File: src/rtl/pc_sequencer.sv
// Fetch/execute sequencer for the minicpu program counter: drives the counter's
// load/increment control and handles fetch handshake, branch, interrupt and halt.
`ifndef DATA_WIDTH
`define DATA_WIDTH 8
`endif

// state | meaning
// IDLE  | waiting for start, PC held
// FETCH | instruction request outstanding, PC held until mem_ack
// EXEC  | one-cycle execute strobe, PC redirect resolved here
// HALT  | stopped, only reset leaves
module pc_sequencer #(
  parameter logic [`DATA_WIDTH-1:0] IRQ_VECTOR     = `DATA_WIDTH'(4),
  parameter bit                     START_ON_RESET = 1'b0
) (
  input  logic                   clk,
  input  logic                   reset,
  input  logic                   start,
  input  logic [`DATA_WIDTH-1:0] pc,
  output logic                   mem_req,
  input  logic                   mem_ack,
  output logic                   ir_ld,
  output logic                   exec_en,
  input  logic                   br_taken,
  input  logic [`DATA_WIDTH-1:0] br_target,
  input  logic                   reti_req,
  input  logic                   halt_req,
  input  logic                   irq,
  output logic                   irq_ack,
  output logic [`DATA_WIDTH-1:0] pc_in,
  output logic                   pc_ld_n,
  output logic [`DATA_WIDTH-1:0] epc,
  output logic                   ie,
  output logic                   halted
);

  typedef enum logic [1:0] {IDLE, FETCH, EXEC, HALT} state_t;

  state_t state;

  // Outputs decode from state so an async reset drops mem_req in the same cycle.
  always_comb begin
    pc_in   = pc;
    pc_ld_n = 1'b0;
    mem_req = 1'b0;
    ir_ld   = 1'b0;
    exec_en = 1'b0;
    irq_ack = 1'b0;
    halted  = 1'b0;
    case (state)
      FETCH: begin
        mem_req = 1'b1;
        if (mem_ack) begin
          ir_ld   = 1'b1;
          pc_ld_n = 1'b1;
        end
      end
      EXEC: begin
        exec_en = 1'b1;
        if (halt_req) begin
          pc_in = pc;
        end else if (reti_req) begin
          pc_in = epc;
        end else if (irq && ie) begin
          pc_in   = IRQ_VECTOR;
          irq_ack = 1'b1;
        end else if (br_taken) begin
          pc_in = br_target;
        end
      end
      HALT:    halted = 1'b1;
      default: ;
    endcase
  end

  always_ff @(posedge clk or posedge reset) begin
    if (reset) begin
      state <= IDLE;
      epc   <= '0;
      ie    <= 1'b1;
    end else begin
      case (state)
        IDLE:  if (start || START_ON_RESET) state <= FETCH;
        FETCH: if (mem_ack) state <= EXEC;
        EXEC: begin
          if (halt_req) begin
            state <= HALT;
          end else begin
            state <= FETCH;
            if (reti_req) begin
              ie <= 1'b1;
            end else if (irq && ie) begin
              ie  <= 1'b0;
              // Return lands where this instruction would have gone.
              epc <= br_taken ? br_target : pc;
            end
          end
        end
        HALT:    state <= HALT;
        default: state <= IDLE;
      endcase
    end
  end

endmodule

File: config.mk
export PLATFORM = sky130hd
export DESIGN_NAME = pc_sequencer
export DESIGN_NICKNAME = d
export VERILOG_FILES = /design/src/rtl/pc_sequencer.sv
export SDC_FILE = /design/constraint.sdc
export NUM_CORES = 1
export LEC_CHECK = 0
export ABC_AREA = 1
export CORE_ASPECT_RATIO = 1.4
export CORE_MARGIN = 5
export CORE_UTILIZATION = 40
export CTS_CLUSTER_DIAMETER = 60
export DETAILED_ROUTE_END_ITERATION = 10
export GPL_ROUTABILITY_DRIVEN = 0
export PLACE_DENSITY = 0.83
export REMOVE_ABC_BUFFERS = 1
export SYNTH_ARGS = -nofsm -noshare
export SYNTH_HDL_FRONTEND = slang
export SYNTH_SLANG_ARGS = --single-unit
File: constraint.sdc
create_clock -name clk -period 2.91 [get_ports clk]
set_clock_uncertainty 0.15 [all_clocks]
set_input_delay 0.873 -clock clk [delete_from_list [all_inputs] [get_ports clk]]
set_output_delay 0.873 -clock clk [all_outputs]
set_load 0.02 [all_outputs]
* Yosys cells after proc, flatten, opt, wreduce, memory -nomap -nowiden
Index checks and enable logic that the tools add are counted.
** Cells by class
- Bitwise gates (word level) :: 2
- Equal/unequal tests :: 5
- Reductions and logical operators :: 6
- Multiplexer cells :: 20
** Operators with widths (number)
- two-way mux 8 bit :: 5
- two-way mux 1 bit :: 11
- case mux 2 bit (4 select lines) :: 1
- two-way mux 2 bit :: 3
- equality test 2 bit (second input constant) :: 2
- != test 2 bit (second input constant) :: 2
- AND reduction 4 bit :: 1
- AND reduction 3 bit :: 1
- equality test 2 x 1 -> 1 bit (second input constant) :: 1
- logical NOT 2 bit :: 1
- NOT 1 bit :: 2
- AND reduction 2 bit :: 1
- nonzero test 2 bit :: 1
- logical AND 1 bit :: 1
** Storage, ports and cells
- Input bits :: 24
- Output and inout port bits :: 23
- Logic and storage cells :: 36
- Register bits after elaboration :: 11

* Logic depth before layout (Yosys ltp)
Gate-level depths: netlist of the first run.
- Word-level depth :: 5
- Depth in mapped cells :: 6
- Depth with buffers taken out :: 6

* Worst setup path after synthesis of the first run
No wires, ideal clock.
- Kind :: input to output
- Start point :: input br_taken
- End point :: output pc_in[3]
- Stages on the path :: 6
- Data arrival time :: 1549 ps
- Required time :: 1887 ps
- Slack :: 338 ps
- Path buffers :: 1
- Path through :: buf_2 inv_1 nand2_1 nand2_1 nand3_1 nand3_1
** Between the ends
- Longest elaborated chain between the ends :: 5
** RTL lines
- from (decl) :: RTL line 24 : input logic br_taken,
- two-way mux 8 bit :: RTL line 67 : end else if (br_taken) begin
- two-way mux 8 bit :: RTL line 64 : end else if (irq && ie) begin
- two-way mux 8 bit :: RTL line 62 : end else if (reti_req) begin
- two-way mux 8 bit :: RTL line 60 : if (halt_req) begin
- two-way mux 8 bit :: RTL line 50 : case (state)
- to (decl) :: RTL line 30 : output logic [`DATA_WIDTH-1:0] pc_in,
No other way between the ends.

* Worst setup path after layout of the first run
- Start point :: input mem_ack
- End point :: output pc_ld_n
** Between the ends
- Longest elaborated chain between the ends :: 2
** RTL lines
- from (decl) :: RTL line 21 : input logic mem_ack,
- two-way mux 1 bit :: RTL line 53 : if (mem_ack) begin
- two-way mux 1 bit :: RTL line 50
- to (decl) :: RTL line 31 : output logic pc_ld_n,
No other way between the ends.

==> results.yml, run 1 <==
outcome:
  status: "finished, final reports clean"
sta:
  hold_viol: 0
  worstMarginPinSlew_ns: 0.438
  period_minus_slack_ns: 2.87
  setup_viol: 0
  drv_slew: 0
  clock.fmax_mhz: 348
  min_period_over_period_pct: 98.7
  final.setup.worst_slack_ns: 0.0384
  whs_ns: 0.355
  rsz0062_at_grt: "no"
  slew_headroom_pct: 70.8
floorplan:
  die_width_microns: 48.2
  floorplan.initialDensity_pct: 42.0
  coreArea_sq_um: 1950
  die_h_microns: 63.5
  io_pins: 47
  num_rows: 19
  die-area_sq_um: 3060
yosys:
  netlist_instances: 124
  synth_top_cell_area_share_pct: 30.6
  syn-mean-instance-area_sq_um: 6.60
  yosys.cell_count.top_type: "nand2_1"
  synth_warnings: 0
  yosys-top-cells-area: "dfrtp_1 31%, nand2_1 26%, nand3_1 13%, nand4_1 6.1%, dfstp_2 3.2%"
  syn_area_sq_um: 818
  async_flop_share_pct: 100
  synth_commonest_cells: "56 x nand2_1, 22 x nand3_1, 10 x dfrtp_1"
  synth_ff_type: "dfrtp_1"
  ys_ff_latch: 11
  synth-edff-count: 0
  seq_area_frac_synth_pct: 33.8
  ys_types: 19
  synth_top_area_cell: "dfrtp_1"
finish:
  area_growth_pct: 80.1
  num_antenna_cells: 0
  layout.nets: 217
  utilization_pct: 75.6
  stdcell_count: 213
  post_route_cells_drive_above_1_share_pct: 25.5
critical_path:
  cpPeakStageDelay_ns: 0.46
  cp_max_fo: 2
  cp.required_ns: 1.89
  crit_family: "buffers and inverters"
  r2r_slack_ns: 1.44
  path_class: "input pin to output port"
  slowest_stage: "clkdlybuf4s50_1"
  cp-start-kind: "input pin"
  crit_chain: "clkdlybuf4s50_1 -> nand2_1 -> nor2_1 -> clkdlybuf4s15_1"
  cp-end-kind: "output port"
  worstPathArrival_ns: 1.85
  crit_buf_inv: 2
placed_design:
  dp_slack_ns: -0.645
  dp.cells: 204
  io_buffer_count: 46
  dpl.hpwl_microns: 2310
clocking:
  clk_latency_ns: 0.27
  numClockSinks: 11
  cts_buffer_depth: 2
  cts_buffers: 3
  cts_tree: "done"
  cts-root-buf: "clkbuf_4"
  cts_max_level: 1
  clkTransAtPathRegs_ns: 0.07
detailed_routing:
  wl_met2_microns: 1620
  wl_met3_microns: 316
  antenna_left: 0
  drtIter0Drc: 54
  wl_per_cell_microns: 14.4
  drc: 0
  via_per_inst: 5.17
  wl_microns: 3080
  drtPass1Iterations: 4
  dr_total_vias: 1101
  wl_met1_microns: 1040
  top_layer: "met4"
global_route:
  first_global_vias: 1141
  grt_use_total_pct: 22.1
  grt_overflow: 0
  grt_pass1_wl_microns: 5000
  grt_max_degree: 12
  antenna_found_initial: 0
min_path:
  hp-class: "register to register"
pwr:
  total_power_w: 0.000415
  p_leak_nw: 0.804
  peakVddDrop_uv: 232
  p_per_area_nw_per_um2: 281
flow_run:
  cap_violations: 0
## layout make-up
cell class              count  area [sq um]
fillers                   164           475
multi-input cells         101           504
inverters                   8          30.0
well taps                  21          26.3
repair buffers             68           611
flip-flops and latches     11           277
clock buffers               4          26.3
## kinds of logic after synthesis
| group | Yosys count | share of synthesized area [%] |
|---|---|---|
| and+or+nand+nor | 97 | 56.9 |
| buffers and inverters | 12 | 6.42 |
| DFF | 11 | 33.8 |
| AOI/OAI and AO/OA | 4 | 2.90 |
## stage by stage
stage	TNS, ns	instance area [sq um]
2_1_floorplan	0	796
3_3_place_gp	-5.75	1410
3_5_place_dp	-6.10	1410
4_1_cts	0	1470
5_1_grt	0	1470
6_report	0	1470
## final timing paths
check / from / endpoint / cells after the start
max: mem_ack / pc_ld_n / 4
min: epc[2]$_DFFE_PP0P_ / epc[2]$_DFFE_PP0P_ / 2
max reg2reg: ie$_DFFE_PP1P_ / epc[4]$_DFFE_PP0P_ / 6
min reg2reg: epc[2]$_DFFE_PP0P_ / epc[2]$_DFFE_PP0P_ / 2
max in group asynchronous: reset / ie$_DFFE_PP1P_ / 2
min in group asynchronous: reset / state[1]$_DFFE_PP0P_ / 2
## per-layer routing
layer	vias up	GRT usage, %
met4	0	11.8
met2	62	38.2
met5	-	0
met1	488	24.6
li1	541	-
met3	10	1.42
## flip-flops by register name, summed over array words and instances (netlist names)
name	count
state	2
ie	1
epc	8
## power by group
group,switching (W),internal [W]
Clock,0.0000527,0.0000531
Sequential,0.00000729,0.000160
Combinational,0.0000662,0.0000752
## worst min-delay path: cells and delay by family (launching register included)
| family | cells | cell delay (ns) |
|---|---|---|
| DFF | 1 | 0.37 |
| and+or+nand+nor | 2 | 0.11 |
## placed cells by master, fill, tap and decap left out, types with 3 or more instances in the layout
cell type	synthesis	final
buf_4	1	25
clkbuf_4	0	3
clkdlybuf4s50_1	0	30
dfrtp_1	10	10
dlygate4sd2_1	0	3
inv_1	7	6
nand2_1	56	55
nand2_4	2	3
nand3_1	22	22
nand4_1	8	8
nor2_1	3	3
## repair_timing
| item | CTS | global route |
|---|---|---|
| gates resized for setup | 47 | 12 |
| pin swaps | 2 | 0 |
| hold buffers | 0 | 0 |
| setup endpoints to repair | 11 | 9 |
| buffers inserted | 5 | 0 |
| hold endpoints to repair | 0 | 0 |
Power figures use the tool's default switching activity.
==> run 2: changes to the inputs <==
--- a/config.mk
+++ b/config.mk
@@ -6,13 +6,13 @@
 export NUM_CORES = 1
 export LEC_CHECK = 0
 export ABC_AREA = 1
-export CORE_ASPECT_RATIO = 1.4
+export CORE_ASPECT_RATIO = 1.25
 export CORE_MARGIN = 5
-export CORE_UTILIZATION = 40
+export CORE_UTILIZATION = 37
 export CTS_CLUSTER_DIAMETER = 60
 export DETAILED_ROUTE_END_ITERATION = 10
 export GPL_ROUTABILITY_DRIVEN = 0
-export PLACE_DENSITY = 0.83
+export PLACE_DENSITY = 0.77
 export REMOVE_ABC_BUFFERS = 1
 export SYNTH_ARGS = -nofsm -noshare
 export SYNTH_HDL_FRONTEND = slang
==> constraint.sdc (replaced) <==
create_clock -name clk -period 3.1 [get_ports clk]
set_clock_uncertainty 0.15 [all_clocks]
set_input_delay 0.93 -clock clk [delete_from_list [all_inputs] [get_ports clk]]
set_output_delay 0.93 -clock clk [all_outputs]
set_load 0.02 [all_outputs]
==> run 2 against run 1 <==
First-iteration DRC count decreased by 44%. Die area increased by 6.4%. Routed wire length decreased by 8.0%. Sequential power decreased by 7%. Register-to-register slack improved by 0.24 ns. Final area decreased by 4.0%. Sequential share of layout area increased by 0.78 points. Critical path depth unchanged. Clock-buffer cell count unchanged. Critical endpoint is now ir_ld. Largest power group unchanged.
==> results.yml, run 2 (same netlist as run 1, synthesis figures left out) <==
floorplan:
  die_width_microns: 52.1
  coreArea_sq_um: 2160
  die_h_microns: 62.6
  num_rows: 19
  floorplan.initialDensity_pct: 37.8
  die-area_sq_um: 3260
  io_pins: 47
min_path:
  hp-class: "register to register"
finish:
  layout.nets: 210
  mostFrequentLayoutCells: "55 x nand2_1, 31 x clkdlybuf4s50_1, 22 x nand3_1, 20 x buf_4, 10 x dfrtp_1"
  multiInputGateArea_sq_um: 492
  num_antenna_cells: 0
  top_register: "epc"
  post_route_cells_drive_above_1_share_pct: 21.6
  seq_area_sq_um: 277
  reg_top3: "epc x8, state x2, ie x1"
  final_area_sq_um: 1420
  area_growth_pct: 72.9
  largest_register_ff_count: 8
  n_fill_cell: 185
  utilization_pct: 65.4
  final_common_cell: "nand2_1"
sta:
  clock.fmax_mhz: 330
  setup_viol: 0
  hold_viol: 0
  fin_tns_setup_ns: 0
  min_period_over_period_pct: 97.6
  slew_headroom_pct: 69.8
  whs_ns: 0.368
  rsz0062_at_grt: "no"
  final.setup.worst_slack_ns: 0.0737
  drv_slew: 0
  worstMarginPinSlew_ns: 0.452
  period_minus_slack_ns: 3.03
clocking:
  cts_buffer_depth: 2
  cts_max_level: 1
  numClockSinks: 11
  cts-root-buf: "clkbuf_4"
  clkTransAtPathRegs_ns: 0.08
  cts_buffers: 3
  postCtsSetupRepairBufs: 0
  clk_latency_ns: 0.27
  cts_hold_buf: 0
  cts_tree: "done"
detailed_routing:
  wl_per_cell_microns: 13.1
  antenna_left: 0
  dr_total_vias: 1080
  drtPass1Iterations: 4
  drtIter0Drc: 30
  via_per_inst: 5.00
  wl_microns: 2830
  drc: 0
critical_path:
  cp-end-kind: "output port"
  crit_buf_inv: 2
  cp_max_fo: 2
  slowest_stage: "clkdlybuf4s50_1"
  worstPathArrival_ns: 1.95
  cp.required_ns: 2.02
  cpPeakStageDelay_ns: 0.45
  crit_chain: "clkdlybuf4s50_1 -> nand2_1 -> nor2_1 -> clkdlybuf4s15_1"
  cp-start-kind: "input pin"
  crit_family: "buffers and inverters"
  path_class: "input pin to output port"
global_route:
  grt_pass1_wl_microns: 4740
  grt_overflow: 0
  grtUsageMet1_pct: 24.0
  use_met3_pct: 3.58
  antenna_found_initial: 0
  grt_use_total_pct: 18.8
  use_met2_pct: 30.7
  busiest_layer: "met2"
  grt_max_degree: 12
  first_global_vias: 1060
placed_design:
  post_dp_cell_area_sq_um: 1410
  dp_slack_ns: -0.548
  io_buffer_count: 46
  dpl.hpwl_microns: 2170
outcome:
  status: "finished, final reports clean"
pwr:
  peakVddDrop_uv: 199
  p_per_area_nw_per_um2: 269
  p_leak_nw: 0.762
flow_run:
  cap_violations: 0
-- run 2: final cells by class --
type	instances	share of cell area (%)
timing repair buffer	61	39.0
multi-input combinational	101	34.7
sequential	11	19.5
tap	31	2.74
inverter	8	2.12
clock buffer	4	1.86
-- run 2: where the power goes --
part / switching (W) / total, W / internal [W] / leakage, nW
registers: 0.00000587 / 0.000156 / 0.000150 / 0.139
logic: 0.0000577 / 0.000120 / 0.0000623 / 0.608
clock network: 0.0000549 / 0.000105 / 0.0000498 / 0.0150
-- run 2: path summary, 6_finish.rpt --
| kind | startpoint | endpoint | slack, ns | depth (start not counted) |
|---|---|---|---|---|
| min in group asynchronous | reset | epc[7]$_DFFE_PP0P_ | 0.81 | 2 |
| max in group asynchronous | reset | ie$_DFFE_PP1P_ | 1.65 | 2 |
| min | epc[5]$_DFFE_PP0P_ | epc[5]$_DFFE_PP0P_ | 0.37 | 2 |
| min reg2reg | epc[5]$_DFFE_PP0P_ | epc[5]$_DFFE_PP0P_ | 0.37 | 2 |
| max reg2reg | ie$_DFFE_PP1P_ | epc[7]$_DFFE_PP0P_ | 1.68 | 6 |
| max | mem_ack | ir_ld | 0.07 | 4 |
-- run 2: tightest hold or removal path, stage by stage (launching register included) --
cell     delay, ns
dfrtp_1       0.38
nand2_1       0.06
nand2_1       0.05
-- run 2: timing repair --
action	CTS	global route
setup endpoints to repair	11	10
pin swaps	2	1
resized for setup	50	5
cloned	0	0
-- run 2: metal layers --
layer	share of wire [%]	wire length (microns)
met5	0	0
met2	51	1460
met4	0.46	13
met1	41	1160
met3	7.1	201
-- run 2: stage by stage --
step                total power, W  instances
floorplan                 0.000202        120
global placement          0.000278        212
detailed placement        0.000280        212
CTS                       0.000381        216
global route              0.000400        216
finish                    0.000381        216
